$ cat src/rtl/booth_radix4_seq_mult.sv
// Sequential signed multiplier: radix-4 Booth recoding of the multiplier,
// one triplet per cycle, partial products accumulated at weight 4^i.
module booth_radix4_seq_mult #(
  parameter int WIDTH_DATA = 8
) (
  input  logic                      i_clk,
  input  logic                      i_rst,
  input  logic                      i_valid,
  output logic                      o_ready,
  input  logic [WIDTH_DATA-1:0]     i_multiplicand,
  input  logic [WIDTH_DATA-1:0]     i_multiplier,
  output logic                      o_valid,
  input  logic                      i_ready,
  output logic [2*WIDTH_DATA-1:0]   o_product,
  output logic [2:0]                o_sel
);

  localparam int STEPS = WIDTH_DATA / 2;
  localparam int CW    = $clog2(STEPS);
  localparam int PW    = 2 * WIDTH_DATA;
  localparam logic [CW-1:0] LAST = CW'(STEPS - 1);

  typedef enum logic [1:0] {IDLE, RUN, DONE} state_t;

  state_t                state;
  logic [WIDTH_DATA-1:0] m_reg;
  logic [WIDTH_DATA-1:0] q_reg;
  logic [PW-1:0]         acc;
  logic [CW-1:0]         count;

  logic [WIDTH_DATA:0]   q_ext;
  logic [2:0]            sel_cur;
  logic [PW-1:0]         m_wide;
  logic [PW-1:0]         pp;
  logic [PW-1:0]         acc_next;

  // Partial products are formed at full product width, so -2M stays exact
  // even for the most-negative multiplicand.
  always_comb begin
    // NOTE: every always_comb output gets a default first so no path can infer a latch.
    sel_cur = 3'b000;
    q_ext   = {q_reg, 1'b0};
    for (int i = 0; i < STEPS; i++) begin
      if (count == CW'(i)) sel_cur = q_ext[2*i +: 3];
    end
    m_wide = {{WIDTH_DATA{m_reg[WIDTH_DATA-1]}}, m_reg};
    case (sel_cur)
      3'b001, 3'b010: pp = m_wide;
      3'b011:         pp = m_wide << 1;
      3'b100:         pp = -(m_wide << 1);
      3'b101, 3'b110: pp = -m_wide;
      default:        pp = '0;
    endcase
    acc_next = acc + (pp << {count, 1'b0});
  end

  assign o_sel = (state == RUN) ? sel_cur : 3'b000;

  // NOTE: sequential state uses non-blocking assignments so every register samples pre-edge values.
  always_ff @(posedge i_clk) begin
    if (i_rst) begin
      state     <= IDLE;
      o_ready   <= 1'b1;
      o_valid   <= 1'b0;
      o_product <= '0;
      m_reg     <= '0;
      q_reg     <= '0;
      acc       <= '0;
      count     <= '0;
    end else begin
      case (state)
        IDLE: begin
          if (i_valid) begin
            m_reg   <= i_multiplicand;
            q_reg   <= i_multiplier;
            acc     <= '0;
            count   <= '0;
            o_ready <= 1'b0;
            state   <= RUN;
          end
        end
        RUN: begin
          acc   <= acc_next;
          count <= count + CW'(1);
          if (count == LAST) begin
            o_product <= acc_next;
            o_valid   <= 1'b1;
            state     <= DONE;
          end
        end
        DONE: begin
          // Product is held until downstream takes it; no new accept here.
          if (i_ready) begin
            o_valid <= 1'b0;
            o_ready <= 1'b1;
            state   <= IDLE;
          end
        end
        default: begin
          o_valid <= 1'b0;
          o_ready <= 1'b1;
          state   <= IDLE;
        end
      endcase
    end
  end

endmodule

$ cat config.mk
export PLATFORM = sky130hd
export DESIGN_NAME = booth_radix4_seq_mult
export DESIGN_NICKNAME = d
export VERILOG_FILES = /design/src/rtl/booth_radix4_seq_mult.sv
export SDC_FILE = /design/constraint.sdc
export NUM_CORES = 1
export LEC_CHECK = 0
export CAP_MARGIN = 10
export CORE_ASPECT_RATIO = 1.4
export CORE_MARGIN = 3
export CORE_UTILIZATION = 60
export CTS_CLUSTER_SIZE = 30
export DETAILED_ROUTE_END_ITERATION = 6
export GPL_TIMING_DRIVEN = 0
export HOLD_SLACK_MARGIN = 0.02
export PLACE_DENSITY = 0.93
export SLEW_MARGIN = 20
export SYNTH_ARGS = -nofsm -noshare
export SYNTH_HDL_FRONTEND = slang
export SYNTH_SLANG_ARGS = --single-unit
$ cat constraint.sdc
create_clock -name i_clk -period 11.2 [get_ports i_clk]
set_input_delay 1.68 -clock i_clk [delete_from_list [all_inputs] [get_ports i_clk]]
set_output_delay 1.68 -clock i_clk [all_outputs]
set_load 0.01 [all_outputs]
==> results.yml <==
cts:
  clockBufferDepth: 2
  cts_tree: "yes"
  numClockSinks: 54
  htreeDepth: 2
  insertion_delay_ps: 320
  cts_buffers: 5
  path_clk_slew_ps: 100
  postCtsSetupRepairBufs: 0
  clock-root-buffer: "clkbuf_8"
  cts-resized-gates: 0
  hold_buffers: 0
cells_and_area:
  top_regs: "acc: 16 flops, o_product: 16 flops"
  nNetsFinal: 595
  diodes: 0
  area_growth_pct: 15.1
  post-route-util_pct: 72.3
  drive_gt1_share_pct: 4.72
logic_synthesis:
  synth_top_flop_cell: "dfxtp_1"
  synth.net_count: 549
  synth.cell_area_sq_um: 3710
  synthCells: 505
  yosys.cell_types.count: 60
  seq_area_frac_synth_pct: 29.1
  synth_seq_cells: 54
  avgSynthCellArea_sq_um: 7.35
  yosysWarnings: 0
  synth_edf_count: 0
  async_flop_share_pct: 0
run:
  drv_cap: 0
floorplanning:
  dieWidth_um: 72.5
  initial_core_util_pct: 62.8
  core-area_sq_um: 5900
  rows: 33
  die_h_um: 99.0
  io_pins: 41
  die-area_sq_um: 7180
placed_design:
  gp_congestion: 1.08
  place_hpwl_mm: 8.24
  portBuffers: 39
global_routing:
  grt_pass1_wl_mm: 17.5
  grt_max_degree: 17
  grt_use_total_pct: 30.2
  overflow: 0
  antenna_found_initial: 0
  grt_pass1_vias: 3906
drt:
  drc: 0
  vias_per_cell: 6.48
  drt-total-wl_mm: 10.6
  final_antenna_net_count: 0
  drt_iter0_markers: 286
  wl_per_cell_um: 17.0
  vias: 4022
  firstDrtPassIters: 5
worst_hold_path:
  hold_path_class: "register to register"
  holdPathEnd: "o_product[3]"
  min_path_cells: 2
  min_from: "o_product[3]"
timing:
  worstMarginPinSlew_ps: 1000
  rsz0062_at_grt: "no"
  fin_crit_sh_pct: 50.8
  skew_ps: 8.74
  max_clock_freq_mhz: 176
  hold_viol_final: 0
  setup_tns_ps: 0
  setup_violations: 0
  maxSlewViolCount: 0
  slew_headroom_pct: 33.2
  finalCriticalPeriod_ps: 5690
power_and_ir_drop:
  irDropWorstVdd_mv: 0.0913
  finalPower_mw: 0.454
  powerDensity_nw_per_um2: 106
  p_leak_nw: 1.65
worst_setup_path:
  crit_slowest_cell: "a221oi_1"
  cp_data_arrival_time_ps: 5950
  startpoint_type: "register"
  endpoint_kind: "register"
  crit_fanout: 11
  r2r_start: "count[0]"
  reg2reg_to: "acc[15]"
  crit_chain: "inv_1, clkbuf_1, ha_1, a21oi_1, a221oi_1, o21ai_0, a22oi_1, a211oi_1, mux2_2, o22ai_1, ha_1, a2111oi_0, o21ai_0, a21oi_1, a21oi_1, a221oi_1, o21ai_0, nand3_1"
  critPathMaxStageDelay_ps: 630
  critPathTopFamily: "compound AO/OA/AOI/OAI gates"
  cp_num_buf_inv: 2
  cp.required_ps: 11460
  r2r_cells: 18
  worst-setup-path-type: "register to register"
  worst-r2r-setup-slack_ps: 5510
outcome:
  status: "completed"
## routing by layer
layer / global-route usage, % / vias to the layer above / share of wire [%]
li1: - / 1912 / -
met1: 34.0 / 1871 / 38
met2: 52.8 / 183 / 51
met3: 4.39 / 56 / 5.4
met4: 17.9 / 0 / 5.7
met5: 0 / - / 0
## per-stage QoR
stage	worst slack (ps)	instance area [sq um]	hold slack [ps]	std cells
floorplan	6850	3710	431	505
global placement	5910	4190	442	614
detailed placement	5700	4190	447	614
CTS	5620	4270	460	621
global route	5030	4270	478	621
finish	5510	4270	460	621
## placed cells by master (no fill, tap or decap), types with 18 or more instances in the layout
cell type,count
nand3_1,20
ha_1,23
nor2_1,29
clkdlybuf4s50_1,39
nor3_1,18
dfxtp_1,54
nand2_1,99
o21ai_0,25
a21oi_1,70
clkbuf_1,21
## how the worst max path moves through the flow
| stage | to | from | cells after the start |
|---|---|---|---|
| after floorplan | acc[15] | count[0] | 19 |
| after global placement | o_product[15] | count[0] | 18 |
| after detailed placement | acc[15] | count[0] | 18 |
| after CTS | acc[15] | count[0] | 18 |
| after global routing | acc[15] | count[0] | 18 |
| final | acc[15] | count[0] | 18 |
## layout make-up
cell class | count | area (sq um)
Tap cell | 70 | 87.6
Clock inverter | 2 | 13.8
Sequential cell | 54 | 1080
Fill cell | 495 | 1630
Multi-Input combinational cell | 409 | 2450
Timing Repair Buffer | 39 | 390
Clock buffer | 5 | 68.8
Inverter | 14 | 52.6
Buffer | 28 | 123
## report_power, final
part / switching [mW] / total, mW / internal, mW
combinational: 0.0834 / 0.135 / 0.0516
sequential: 0.00588 / 0.205 / 0.199
clock: 0.0702 / 0.114 / 0.0435
## cells by family (layout without fill, tap and decap cells)
group                    Yosys count  after routing  share of synthesized area (%)
multiplexers                       7              7                           1.92
AND/OR/NAND/NOR                  208            208                           26.0
buffers and inverters             42             88                           4.72
AO/OA/AOI/OAI                    158            158                           27.1
XOR/XNOR                          12             12                           2.83
flip-flops                        54             54                           29.1
adder cells (fa/ha/maj)           24             24                           8.30
## cell usage after synthesis (7+ instances only)
cell,n,share of area [%]
nand3_1,20,2.7
a22oi_1,9,1.8
nor2_1,29,2.9
nor3_1,18,2.4
ha_1,23,7.8
nand2_1,99,10
clkbuf_1,21,2.1
dfxtp_1,54,29
a211oi_1,7,1.4
a21oi_1,70,9.4
inv_1,14,1.4
o21ai_0,25,3.4
## worst min-delay path: stages (launching register included)
cell,delay (ps)
dfxtp_1,320
nand2_1,50
a21oi_1,50
Note: power is estimated with default switching activity, not from simulation.
